--- config.mk ---
export PLATFORM = sky130hd
export DESIGN_NAME = mem_input_queue
export DESIGN_NICKNAME = d
export VERILOG_FILES = /design/src/rtl/mem_input_queue.sv
export SDC_FILE = /design/constraint.sdc
export NUM_CORES = 1
export LEC_CHECK = 0
export BUFFER_PORTS_ARGS = -buffer_cell sky130_fd_sc_hd__buf_2
export CAP_MARGIN = 40
export CORE_AREA = 2 2 175 220
export CTS_CLUSTER_SIZE = 24
export DETAILED_ROUTE_END_ITERATION = 6
export DIE_AREA = 0 0 177 222
export MAX_ROUTING_LAYER = met4
export PLACE_DENSITY = 0.8
export RECOVER_POWER = 100
export SYNTH_ARGS = -nofsm -noshare
export SYNTH_HDL_FRONTEND = slang
export SYNTH_SLANG_ARGS = --single-unit
--- constraint.sdc ---
create_clock -name clk_i -period 3.5 [get_ports clk_i]
set_input_delay 0.7 -clock clk_i [delete_from_list [all_inputs] [get_ports clk_i]]
set_output_delay 0.7 -clock clk_i [all_outputs]
set_load 0.005 [all_outputs]
--- src/rtl/mem_input_queue.sv ---
// Memory-stage input queue: buffers execute results in a FIFO, runs load/store
// entries through the memory request/done handshake and writes back in order.
// Optional MEMQ_BYPASS_EN: ALU results arriving at an empty, idle queue write back one cycle early.
module mem_input_queue #(
   parameter int ROBsize    = 8,
   parameter int ROBsizeLog = $clog2(ROBsize + 1),
   parameter int DEPTH      = 4
) (
   input  logic                  clk_i,
   input  logic                  reset_i,
   input  logic [63:0]           dataFromExec_i,
   input  logic [9:0]            commandsFromExec_i,
   input  logic [ROBsizeLog-1:0] tagFromExec_i,
   input  logic [3:0]            flagsFromExec_i,
   input  logic                  valid_i,
   output logic                  stall_o,
   output logic                  overflow_o,
   output logic                  memReq_o,
   output logic [63:0]           memAddr_o,
   output logic                  memWrite_o,
   output logic [7:0]            memCmd_o,
   input  logic                  memDone_i,
   input  logic [63:0]           memRdata_i,
   output logic                  wbValid_o,
   output logic [63:0]           wbData_o,
   output logic [ROBsizeLog-1:0] wbTag_o,
   output logic [3:0]            wbFlags_o
);

   localparam int PW = $clog2(DEPTH);
   localparam int CW = $clog2(DEPTH + 1);
   localparam logic [CW-1:0] CNT_ZERO = {CW{1'b0}};
   localparam logic [CW-1:0] CNT_ONE  = CW'(1);
   localparam logic [CW-1:0] FULL_C   = CW'(DEPTH);
   localparam logic [CW-1:0] STALL_C  = CW'(DEPTH - 1);
   localparam logic [PW-1:0] PTR_ZERO = {PW{1'b0}};
   localparam logic [PW-1:0] PTR_ONE  = PW'(1);
   localparam logic [ROBsizeLog-1:0] TAG_ZERO = {ROBsizeLog{1'b0}};

   typedef enum logic [0:0] {IDLE = 1'b0, BUSY = 1'b1} state_t;

   logic [63:0]           data_q_r  [DEPTH];
   logic [9:0]            cmd_q_r   [DEPTH];
   logic [ROBsizeLog-1:0] tag_q_r   [DEPTH];
   logic [3:0]            flags_q_r [DEPTH];
   logic [PW-1:0]         rd_ptr_r;
   logic [PW-1:0]         wr_ptr_r;
   logic [CW-1:0]         count_r;
   state_t                state_r;
   state_t                state_s;

   logic [63:0]           head_data_s;
   logic [9:0]            head_cmd_s;
   logic [ROBsizeLog-1:0] head_tag_s;
   logic [3:0]            head_flags_s;
   logic                  empty_s;
   logic                  full_s;
   logic                  bypass_s;
   logic                  push_s;
   logic                  pop_s;
   logic                  overflow_s;
   logic                  mem_load_s;
   logic                  wb_load_s;
   logic [63:0]           wb_data_s;
   logic [ROBsizeLog-1:0] wb_tag_s;
   logic [3:0]            wb_flags_s;

   logic [63:0]           mem_addr_r;
   logic                  mem_write_r;
   logic [7:0]            mem_cmd_r;
   logic                  overflow_r;
   logic                  wb_valid_r;
   logic [63:0]           wb_data_r;
   logic [ROBsizeLog-1:0] wb_tag_r;
   logic [3:0]            wb_flags_r;

   assign head_data_s  = data_q_r[rd_ptr_r];
   assign head_cmd_s   = cmd_q_r[rd_ptr_r];
   assign head_tag_s   = tag_q_r[rd_ptr_r];
   assign head_flags_s = flags_q_r[rd_ptr_r];
   assign empty_s      = (count_r == CNT_ZERO);
   assign full_s       = (count_r == FULL_C);

`ifdef MEMQ_BYPASS_EN
   assign bypass_s = valid_i && !commandsFromExec_i[9] && empty_s && (state_r == IDLE);
`else
   assign bypass_s = 1'b0;
`endif

   // A pop in the same cycle frees the slot, so a full queue can still accept
   assign push_s     = valid_i && !bypass_s && (!full_s || pop_s);
   assign overflow_s = valid_i && full_s && !pop_s;

   // FIFO storage, pointers and occupancy
   always_ff @(posedge clk_i or negedge reset_i) begin
      if (!reset_i) begin
         for (int i = 0; i < DEPTH; i++) begin
            data_q_r[i]  <= 64'd0;
            cmd_q_r[i]   <= 10'd0;
            tag_q_r[i]   <= TAG_ZERO;
            flags_q_r[i] <= 4'd0;
         end
         wr_ptr_r <= PTR_ZERO;
         rd_ptr_r <= PTR_ZERO;
         count_r  <= CNT_ZERO;
      end else begin
         if (push_s) begin
            data_q_r[wr_ptr_r]  <= dataFromExec_i;
            cmd_q_r[wr_ptr_r]   <= commandsFromExec_i;
            tag_q_r[wr_ptr_r]   <= tagFromExec_i;
            flags_q_r[wr_ptr_r] <= flagsFromExec_i;
            wr_ptr_r            <= wr_ptr_r + PTR_ONE;
         end
         if (pop_s) begin
            rd_ptr_r <= rd_ptr_r + PTR_ONE;
         end
         case ({push_s, pop_s})
            2'b10:   count_r <= count_r + CNT_ONE;
            2'b01:   count_r <= count_r - CNT_ONE;
            default: count_r <= count_r;
         endcase
      end
   end

   // State register
   always_ff @(posedge clk_i or negedge reset_i) begin
      if (!reset_i) begin
         state_r <= IDLE;
      end else begin
         state_r <= state_s;
      end
   end

   // Next state, pop decision and writeback source selection
   always_comb begin
      state_s    = state_r;
      pop_s      = 1'b0;
      mem_load_s = 1'b0;
      wb_load_s  = 1'b0;
      wb_data_s  = head_data_s;
      wb_tag_s   = head_tag_s;
      wb_flags_s = head_flags_s;
      case (state_r)
         IDLE: begin
            if (bypass_s) begin
               wb_load_s  = 1'b1;
               wb_data_s  = dataFromExec_i;
               wb_tag_s   = tagFromExec_i;
               wb_flags_s = flagsFromExec_i;
            end else if (empty_s) begin
               state_s = IDLE;
            end else if (head_cmd_s[9]) begin
               state_s    = BUSY;
               mem_load_s = 1'b1;
            end else begin
               pop_s     = 1'b1;
               wb_load_s = 1'b1;
            end
         end
         BUSY: begin
            if (memDone_i) begin
               state_s   = IDLE;
               pop_s     = 1'b1;
               wb_load_s = 1'b1;
               // Stores write back their address, loads the returned data
               if (head_cmd_s[8]) begin
                  wb_data_s = head_data_s;
               end else begin
                  wb_data_s = memRdata_i;
               end
            end else begin
               state_s = BUSY;
            end
         end
         default: state_s = IDLE;
      endcase
   end

   // Memory request fields, sticky overflow and writeback outputs
   always_ff @(posedge clk_i or negedge reset_i) begin
      if (!reset_i) begin
         mem_addr_r  <= 64'd0;
         mem_write_r <= 1'b0;
         mem_cmd_r   <= 8'd0;
         overflow_r  <= 1'b0;
         wb_valid_r  <= 1'b0;
         wb_data_r   <= 64'd0;
         wb_tag_r    <= TAG_ZERO;
         wb_flags_r  <= 4'd0;
      end else begin
         if (mem_load_s) begin
            mem_addr_r  <= head_data_s;
            mem_write_r <= head_cmd_s[8];
            mem_cmd_r   <= head_cmd_s[7:0];
         end
         if (overflow_s) begin
            overflow_r <= 1'b1;
         end
         wb_valid_r <= wb_load_s;
         if (wb_load_s) begin
            wb_data_r  <= wb_data_s;
            wb_tag_r   <= wb_tag_s;
            wb_flags_r <= wb_flags_s;
         end
      end
   end

   assign stall_o    = (count_r >= STALL_C);
   assign overflow_o = overflow_r;
   assign memReq_o   = (state_r == BUSY);
   assign memAddr_o  = mem_addr_r;
   assign memWrite_o = mem_write_r;
   assign memCmd_o   = mem_cmd_r;
   assign wbValid_o  = wb_valid_r;
   assign wbData_o   = wb_data_r;
   assign wbTag_o    = wb_tag_r;
   assign wbFlags_o  = wb_flags_r;

endmodule

Yosys cells after proc, flatten, opt, wreduce, memory -nomap -nowiden
Index checks and enable logic that the tools add are counted.
{ "op_classes": {"addsub": 4, "n_mul": 0, "div": 0, "magnitude_cmp": 4, "n_eq_ne": 3, "shift": 0, "n_mux": 35, "bitwise_logic": 3, "reduce_logical": 9} }
{ "ops": {"columns": ["cell", "n"], "rows": [
  ["2-to-1 mux 64 bit", 5],
  ["bitwise mux 256 bit", 1],
  ["binary-select mux 64 bit (select 2 bit)", 1],
  ["demux 64 bit (select 2 bit)", 1],
  ["one-hot mux 64 bit (2 select lines)", 1],
  ["bitwise mux 40 bit", 1],
  ["bitwise mux 16 bit", 2],
  ["2-to-1 mux 10 bit", 3],
  ["binary-select mux 10 bit (select 2 bit)", 1],
  ["demux 10 bit (select 2 bit)", 1],
  ["2-to-1 mux 4 bit", 5],
  ["binary-select mux 4 bit (select 2 bit)", 2],
  ["demux 4 bit (select 2 bit)", 1],
  ["2-to-1 mux 1 bit", 7],
  ["greater-or-equal comparator 3 bit, second input constant", 2],
  ["inverter 2 -> 3 bit", 2],
  ["one-hot mux 3 bit (2 select lines)", 1],
  ["adder 2 x 1 -> 2 bit, second input constant", 2],
  ["logical AND 1 bit", 4],
  ["one-hot mux 1 bit (2 select lines)", 2],
  ["adder 3 x 1 -> 3 bit, second input constant", 1],
  ["== test 3 bit, second input constant", 1],
  ["greater-or-equal comparator 3 x 2 -> 1 bit, second input constant", 1],
  ["logical NOT 3 bit", 1],
  ["other kinds (8)", 9]
]} }
{ "totals": {"regBits": 483, "latch_bits": 0, "ram_bits": 0, "rom_bits": 0, "inputBits": 150, "out_inout_bits": 149, "wordCells": 86, "memories": 0} }

Logic depth before layout (Yosys ltp)
Gate-level depths: netlist (run 1).
{ "logic_depth": {"ltp_word": 11, "ltp_mapped": 11} }

Worst setup path before layout (run 1)
No wires, ideal clock.
{ "synth_timing": {"path_kind": "register -> register", "from": "reg rd_ptr_r[0]", "to": "reg count_r[2]", "setup_ps": 79, "arrival_time_ps": 2550, "required_time_ps": 3421, "slack_ps": 871, "stages_incl_launch_ff": 12, "synth_period_minus_slack_ps": 2629, "path_cell_list": "dfrtp_1 > buf_6 > mux4_2 > o31a_1 > buf_2 > inv_2 > ha_1 > inv_1 > fa_1 > xor2_1 > nor2_1 > xor2_1"} }
{ "synth_via": {"elab_chain_len": 11} }
{ "synth_rtl": {"columns": ["item", "line_no", "text"], "rows": [
  ["start, declared", "46", "logic [PW-1:0] rd_ptr_r;"],
  ["start signal, assigned", "115", "rd_ptr_r <= rd_ptr_r + PTR_ONE;"],
  ["inverter 2 -> 3 bit (implied by the code) *", "78", "assign head_cmd_s = cmd_q_r[rd_ptr_r];"],
  ["binary-select mux 10 bit (select 2 bit) *", "78", null],
  ["2-to-1 mux 10 bit (implied by the code) * (2 in a row)", "78", null],
  ["2-to-1 mux 1 bit *", "152", "end else if (head_cmd_s[9]) begin"],
  ["2-to-1 mux 1 bit *", "150", "end else if (empty_s) begin"],
  ["one-hot mux 1 bit (2 select lines) *", "143", "case (state_r)"],
  ["net pop_s", "60", "logic pop_s;"],
  ["logical OR 1 bit", "91", "assign push_s = valid_i && !bypass_s && (!full_s || pop_s);"],
  ["logical AND 1 bit", "91", null],
  ["== test 2 x 1 -> 1 bit or == test 2 bit (tied branches)", "117", "case ({push_s, pop_s})"],
  ["one-hot mux 3 bit (2 select lines) or nonzero test 2 bit (tied branches)", null, null],
  ["end signal, assigned", "118", "2'b10: count_r <= count_r + CNT_ONE;"],
  ["end signal, assigned", "119", "2'b01: count_r <= count_r - CNT_ONE;"],
  ["end signal, assigned", "120", "default: count_r <= count_r;"],
  ["end, declared", "48", "logic [CW-1:0] count_r;"]
]} }
Mark *: on every way through the listed nets, which the timed path passes. The rest lies on a longest branch. The select of a mux whose other input is x is not followed.
A chain may end at the register's enable or synchronous reset.

Worst setup path in the final report (run 1)
{ "layout_timing": {"from": "reg rd_ptr_r[0]", "to": "reg mem_addr_r[49] (netlist: memAddr_o[49])"} }
{ "layout_via": {"elab_chain_len": 7} }
{ "layout_rtl": {"columns": ["item", "line_no", "text"], "rows": [
  ["inverter 2 -> 3 bit (implied by the code) *", "77, 78", null],
  ["binary-select mux 10 bit (select 2 bit)", "78", null],
  ["2-to-1 mux 10 bit (implied by the code) (2 in a row)", "78", null],
  ["2-to-1 mux 1 bit", "152", null],
  ["2-to-1 mux 1 bit", "150", null],
  ["2-to-1 mux 1 bit", "143", null],
  ["end signal, assigned", "192", "mem_addr_r <= head_data_s;"],
  ["end, declared", "68", "logic [63:0] mem_addr_r;"]
]} }
Every way passes the cells marked *; elsewhere a longest branch is shown, timed or not. The select of a mux whose other input is x is not followed.

==> impl_metrics.py, run 1 <==
metrics = {
    "setup_path": {
        "end_kind": "flip-flop",
        "critical_path_cell_count": 5,
        "path_buf_inv": 2,
        "reg2reg_to": "memAddr_o[49]",
        "reg2reg_depth": 5,
        "critPathCapture": "memAddr_o[49]",
        "start_kind": "flip-flop",
        "critPathTopFamily": "simple AND/OR/NAND/NOR gates",
        "r2r_slack_ns": 0.45,
        "worstPathMaxFanout": 24,
        "crit_start": "rd_ptr_r[0]",
        "path_class": "flip-flop to flip-flop",
        "worstPathArrival_ns": 3.49,
        "cpPeakStageDelay_ns": 1.05,
        "slowest_stage": "or3_1",
        "r2r_start": "rd_ptr_r[0]",
        "path_cells": "mux4_2 -> inv_1 -> or3_1 -> buf_4 -> mux2_2",
        "critPathRequiredTime_ns": 3.93,
    },
    "clock_tree": {
        "cts_htree_levels": 2,
        "post_cts_resized": 0,
        "postCtsSetupBuffers": 0,
        "cts.reportedPaths.clkPinSlew_ns": 0.06,
        "clock_latency_ns": 0.56,
        "cts.sink_count": 483,
        "clk_path_buf_depth": 3,
        "cts_tree": "done",
        "cts_buffers": 47,
        "cts_hold_buf": 0,
        "root_buffer": "clkbuf_16",
    },
    "timing": {
        "fin_crit_sh": 0.872,
        "final.setup_skew_ns": 0.0135,
        "worst_pin_slew_ns": 2.36,
        "hold_violations": 0,
        "drv_slew": 131,
        "rsz0062_at_grt": "false",
        "min_period_ns": 3.05,
        "tns_ns": 0,
        "max_freq_ghz": 0.328,
        "relSlewSlack": -0.575,
        "setup_viol": 0,
    },
    "logic_synthesis": {
        "yosysSeqAreaShare": 0.567,
        "synthSimpleGateAreaFrac": 0.0146,
        "ys_top_cells_by_area": "dfrtp_1 57%, mux2_2 11%, mux2_4 11%",
        "synth_area_mm2": 0.0213,
        "synthArstFlopShare": 1.00,
        "synth_xor_area_frac": 0.00247,
        "synth.most_common_cell": "dfrtp_1",
        "synth-edff-count": 0,
        "syn_area_per_cell_um2": 16.5,
        "syn_inst": 1293,
        "yosysWarnings": 0,
        "synth_top_area_share": 0.567,
        "yosys.area_share.adder": 0.00388,
        "yosysTopAreaCell": "dfrtp_1",
        "synth-main-ff-cell": "dfrtp_1",
        "muxShareOfSynthArea": 0.361,
        "synth_top_family_by_area": "multiplexers",
        "yosys_register_bits": 483,
        "post_synth_num_cell_types": 34,
        "yosys-top-cells-count": "483 x dfrtp_1, 214 x mux2_2, 151 x mux2_4",
        "synth_compound_area_frac": 0.0215,
        "synth_nets": 1449,
    },
    "die": {
        "dieHeight_um": 222,
        "fp.dieArea_mm2": 0.0393,
        "core_mm2": 0.0371,
        "num_rows": 79,
        "start_util": 0.575,
        "die_x_um": 177,
        "ioPinCount": 299,
    },
    "job": {
        "max_cap_violations": 2,
    },
    "power": {
        "p_int_uw": 17500,
        "ir_drop_v": 0.000716,
        "power_frac_clock": 0.195,
        "p_sw_frac": 0.333,
        "power_switching_uw": 8700,
        "p_per_area_mw_per_mm2": 1090,
        "p_leak_uw": 0.0105,
        "pwr-share-comb": 0.418,
        "p_seq_frac": 0.387,
    },
    "placement": {
        "gp_congestion": 0.773,
        "numPortBuffers": 298,
        "dp.cells": 2026,
        "placedInstanceArea_mm2": 0.0232,
        "dp_hpwl_mm": 29.5,
    },
    "drt": {
        "vias_per_cell": 5.67,
        "drtIter0Drc": 572,
        "firstDrtPassIters": 4,
        "routed_wirelength_mm": 46.0,
        "post_drt_wl_per_cell_um": 21.7,
        "route.detailed.drc": 0,
        "via_count": 12030,
        "ant_nets": 0,
    },
    "finish": {
        "fillers": 2779,
        "final_area_mm2": 0.0241,
        "drive_gt1_frac": 0.389,
        "nets": 1745,
        "synthToLayoutAreaGrowth_pct": 12.9,
        "fin_cells": 2122,
    },
    "min_path": {
        "hold_class": "input port to flip-flop",
    },
    "status": {
        "violations": "max-capacitance violations, max-slew violations",
        "status": "finished, violations left",
    },
    "global_routing": {
        "grt_pass1_wl_mm": 74.3,
        "grt_pass1_vias": 13292,
        "grt.overflow.total": 0,
        "gr-usage-all-layers": 0.249,
        "grt_max_degree": 130,
        "antenna_found_initial": 12,
    },
}
area by class of cell:
| type | instances | area [um^2] | share of cell area |
|---|---|---|---|
| timing repair buffer | 326 | 1690 | 0.0700 |
| tap | 486 | 608 | 0.0253 |
| sequential | 483 | 12100 | 0.503 |
| antenna | 12 | 30.0 | 0.00125 |
| clock buffer | 73 | 1420 | 0.0588 |
| clock inverter | 11 | 151 | 0.00629 |
| multi-input combinational | 722 | 8040 | 0.334 |
| inverter | 9 | 33.8 | 0.00140 |
cell usage in the layout (no fill, tap or decap), types with 2 or more instances in the layout:
master / netlist / final
dfrtp_4: 0 / 2
mux4_2: 82 / 82
nor2_1: 2 / 3
ha_1: 5 / 5
clkinv_2: 0 / 4
o21ai_4: 4 / 4
o21ai_0: 23 / 64
inv_6: 0 / 2
xor2_1: 2 / 2
buf_4: 4 / 8
clkbuf_16: 0 / 48
buf_12: 0 / 8
dfrtp_1: 483 / 481
bufinv_16: 0 / 3
clkbuf_1: 19 / 89
clkbuf_4: 0 / 4
clkbuf_8: 0 / 12
o21ai_1: 44 / 3
buf_2: 20 / 222
nand2_1: 67 / 67
diode_2: 0 / 12
mux2i_1: 65 / 65
inv_1: 8 / 9
mux2_2: 214 / 214
xnor2_1: 4 / 4
mux2_4: 151 / 7
clkbuf_2: 0 / 7
mux2_1: 46 / 190
through the flow:
stage	hold slack [ns]	power [uW]	setup slack [ns]	util
after floorplan	0.404	19300	0.871	-
after global placement	0.456	21900	0.685	0.625
after detailed placement	0.465	22600	0.685	0.626
after CTS	0.171	27800	0.676	0.669
after global routing	0.384	27800	0.304	0.649
final	0.393	26200	0.447	0.649
sequential cells by signal, indices dropped and copies added, names as in the netlist:
register / flops
wbFlags_o: 4
tag_q_r: 16
wr_ptr_r: 2
memWrite_o: 1
data_q_r: 256
wbData_o: 64
memCmd_o: 8
wbValid_o: 1
count_r: 3
wbTag_o: 4
memAddr_o: 64
cmd_q_r: 40
overflow_o: 1
memReq_o: 1
rd_ptr_r: 2
flags_q_r: 16
power by group through the flow:
stage                     clock (uW)  sequential, uW  combinational (uW)
after floorplan                    0            9800                9460
after global placement             0            9980               11900
after detailed placement           0           10200               12400
after CTS                       5220           10100               12500
after global routing            5460           10500               11900
final                           5100           10100               10900
worst reg2reg max path, delay by kind of cell, from the launching register on:
family,cells,cell delay (ns)
buf+inv,2,0.53
mux,2,0.90
flops,1,0.44
simple gates,1,1.05
how the worst min path moves through the flow:
stage	startpoint	to	slack, ns	depth (start not counted)
3_3_place_gp	wbData_o[47]	wbData_o[47]	0.46	2
6_report	dataFromExec_i[19]	data_q_r[19]	0.39	2
5_1_grt	commandsFromExec_i[4]	cmd_q_r[34]	0.38	2
2_1_floorplan	reset_i	cmd_q_r[0]	0.40	0
4_1_cts	reset_i	memAddr_o[56]	0.17	1
3_5_place_dp	wbData_o[53]	wbData_o[53]	0.46	2
routing by layer:
layer,share of wire,track usage,routed length (um),vias to the layer above
li1,-,-,-,5338
met1,0.41,0.316,19000,6341
met2,0.51,0.410,23600,290
met3,0.053,0.0473,2450,61
met4,0.021,0.0738,946,0
met5,0,-,0,-
cell families after synthesis:
logic type,after synthesis
AO/OA/AOI/OAI,76
buffers and inverters,88
flip-flops,483
XOR/XNOR,6
multiplexers,558
adder cells (fa/ha/maj),6
AND/OR/NAND/NOR,76
No activity file was read; power rests on OpenSTA's default activity.
==> run 2: changes to the inputs <==
REMOVE_ABC_BUFFERS = 1   (was default)
==> run 2 against run 1 <==
The flow still finishes with violations (max-capacitance violations, max-slew violations); combinational power about the same; clock skew grew 0.0037 ns; global-route usage shrank 0.13 points; highest routed layer unchanged; sequential cell count did not move; sequential power about the same; largest power group unchanged; first-iteration DRC count is 10% lower; cell count rose by 0.24%; die area unchanged; sequential share of layout area is 0.27 points lower; maximum frequency rose by 0.88%; routed wire length decreased by 0.84%.
==> impl_metrics.py, run 2 (same netlist as run 1, synthesis figures left out) <==
metrics = {
    "job": {
        "max_cap_violations": 1,
    },
    "finish": {
        "most-common-layout-cells": "482 x dfrtp_1, 224 x buf_2, 214 x mux2_2",
        "nets": 1748,
        "regMostFlops": "data_q_r",
        "final_area_mm2": 0.0242,
        "largest_reg_flops": 256,
        "fin_cells": 2127,
        "drive_gt1_frac": 0.393,
        "synthToLayoutAreaGrowth_pct": 13.5,
        "fillers": 2747,
        "final_common_cell": "dfrtp_1",
    },
    "setup_path": {
        "crit_start": "rd_ptr_r[0]",
        "start_kind": "flip-flop",
        "critPathTopFamily": "buffers and inverters",
        "r2r_slack_ns": 0.47,
        "critPathRequiredTime_ns": 3.93,
        "reg2reg_to": "data_q_r[37]",
        "reg2reg_depth": 5,
        "slowest_stage": "clkbuf_2",
        "worstPathArrival_ns": 3.46,
        "end_kind": "flip-flop",
        "r2r_start": "rd_ptr_r[0]",
        "path_buf_inv": 1,
        "cpPeakStageDelay_ns": 0.76,
        "path_class": "flip-flop to flip-flop",
        "worstPathMaxFanout": 40,
        "path_cells": "or3b_1 -> o22ai_4 -> o21ai_0 -> clkbuf_2 -> mux2_1",
    },
    "power": {
        "p_leak_uw": 0.0106,
        "ir_drop_v": 0.000741,
        "p_seq_frac": 0.383,
        "power_frac_clock": 0.204,
        "power_switching_uw": 8740,
        "p_int_uw": 17700,
        "p_sw_frac": 0.331,
        "pwr-share-comb": 0.413,
        "p_per_area_mw_per_mm2": 1090,
    },
    "die": {
        "ioPinCount": 299,
        "start_util": 0.575,
        "fp.dieArea_mm2": 0.0393,
        "core_mm2": 0.0371,
        "dieHeight_um": 222,
        "num_rows": 79,
        "die_x_um": 177,
    },
    "global_routing": {
        "grt_pass1_vias": 13383,
        "gr-usage-all-layers": 0.248,
        "grt_max_degree": 81,
        "antenna_found_initial": 14,
        "grt.overflow.total": 0,
        "grt_pass1_wl_mm": 74.5,
    },
    "placement": {
        "numPortBuffers": 298,
        "dp_hpwl_mm": 29.1,
        "placedInstanceArea_mm2": 0.0232,
        "dp.cells": 2030,
        "gp_congestion": 0.783,
        "post-place-ws_ns": 0.730,
    },
    "clock_tree": {
        "cts.sink_count": 483,
        "clock_latency_ns": 0.56,
        "clk_path_buf_depth": 3,
        "post_cts_resized": 0,
        "cts_buffers": 46,
        "postCtsSetupBuffers": 0,
        "cts.reportedPaths.clkPinSlew_ns": 0.07,
        "cts_htree_levels": 2,
        "cts_hold_buf": 0,
        "cts_tree": "done",
        "root_buffer": "clkbuf_16",
    },
    "drt": {
        "via_count": 11923,
        "ant_nets": 0,
        "post_drt_wl_per_cell_um": 21.4,
        "routed_wirelength_mm": 45.6,
        "vias_per_cell": 5.61,
        "route.detailed.drc": 0,
        "drtIter0Drc": 515,
        "firstDrtPassIters": 7,
    },
    "min_path": {
        "hold_class": "input port to flip-flop",
        "hold_end": "data_q_r[108]",
        "hp-start": "dataFromExec_i[44]",
        "min_path_cells": 2,
    },
    "timing": {
        "min_period_ns": 3.03,
        "hold_violations": 0,
        "fin_crit_sh": 0.865,
        "worst_pin_slew_ns": 2.05,
        "drv_slew": 69,
        "setup_viol": 0,
        "final.setup.worst_slack_ns": 0.474,
        "tns_ns": 0,
        "relSlewSlack": -0.366,
        "max_freq_ghz": 0.330,
        "rsz0062_at_grt": "false",
        "final.setup_skew_ns": 0.0172,
        "hold_slack_ns": 0.393,
    },
    "status": {
        "violations": "max-capacitance violations, max-slew violations",
        "status": "finished, violations left",
    },
}
## run 2: changes by cell type in the layout (fill, tap and decap cells not counted), sizes merged, moves of 2 or more
cell,delta
buf,+2
clkbuf,-6
clkinv,+3
clkinvlp,+2
bufinv,+4
## run 2: final cells by class
cell class / instances / area [um^2] / share of cell area
tap: 486 / 608 / 0.0251
clock inverter: 19 / 285 / 0.0118
inverter: 9 / 33.8 / 0.00140
multi-input combinational: 722 / 8040 / 0.332
timing repair buffer: 330 / 1730 / 0.0714
antenna: 13 / 32.5 / 0.00135
clock buffer: 65 / 1370 / 0.0565
sequential: 483 / 12100 / 0.500
## run 2: power by group through the flow
stage          registers, uW  clock network, uW  logic, uW
4_1_cts                10200               5490      12400
2_1_floorplan          10100                  0       8920
3_3_place_gp           10000                  0      11800
3_5_place_dp           10200                  0      12300
5_1_grt                10500               5720      11900
6_report               10100               5400      10900
## run 2: worst max path at each step
stage	end	slack [ns]	cells after the start
6_report	data_q_r[37]	0.47	5
5_1_grt	data_q_r[37]	0.30	5
4_1_cts	count_r[2]	0.72	9
3_5_place_dp	count_r[2]	0.73	9
3_3_place_gp	count_r[2]	0.72	9
2_1_floorplan	count_r[2]	-4.08	9
## run 2: per-layer routing
layer  routed length (um)  GRT usage
met4                 1440     0.0832
met2                24100      0.421
met5                    0          -
met1                18200      0.303
met3                 1850     0.0396
## run 2: per-stage QoR
step                      total power, uW   util
after detailed placement            22500  0.626
after global routing                28100  0.652
after CTS                           28100  0.671
after floorplan                     19000      -
after global placement              21800  0.625
final                               26400  0.652
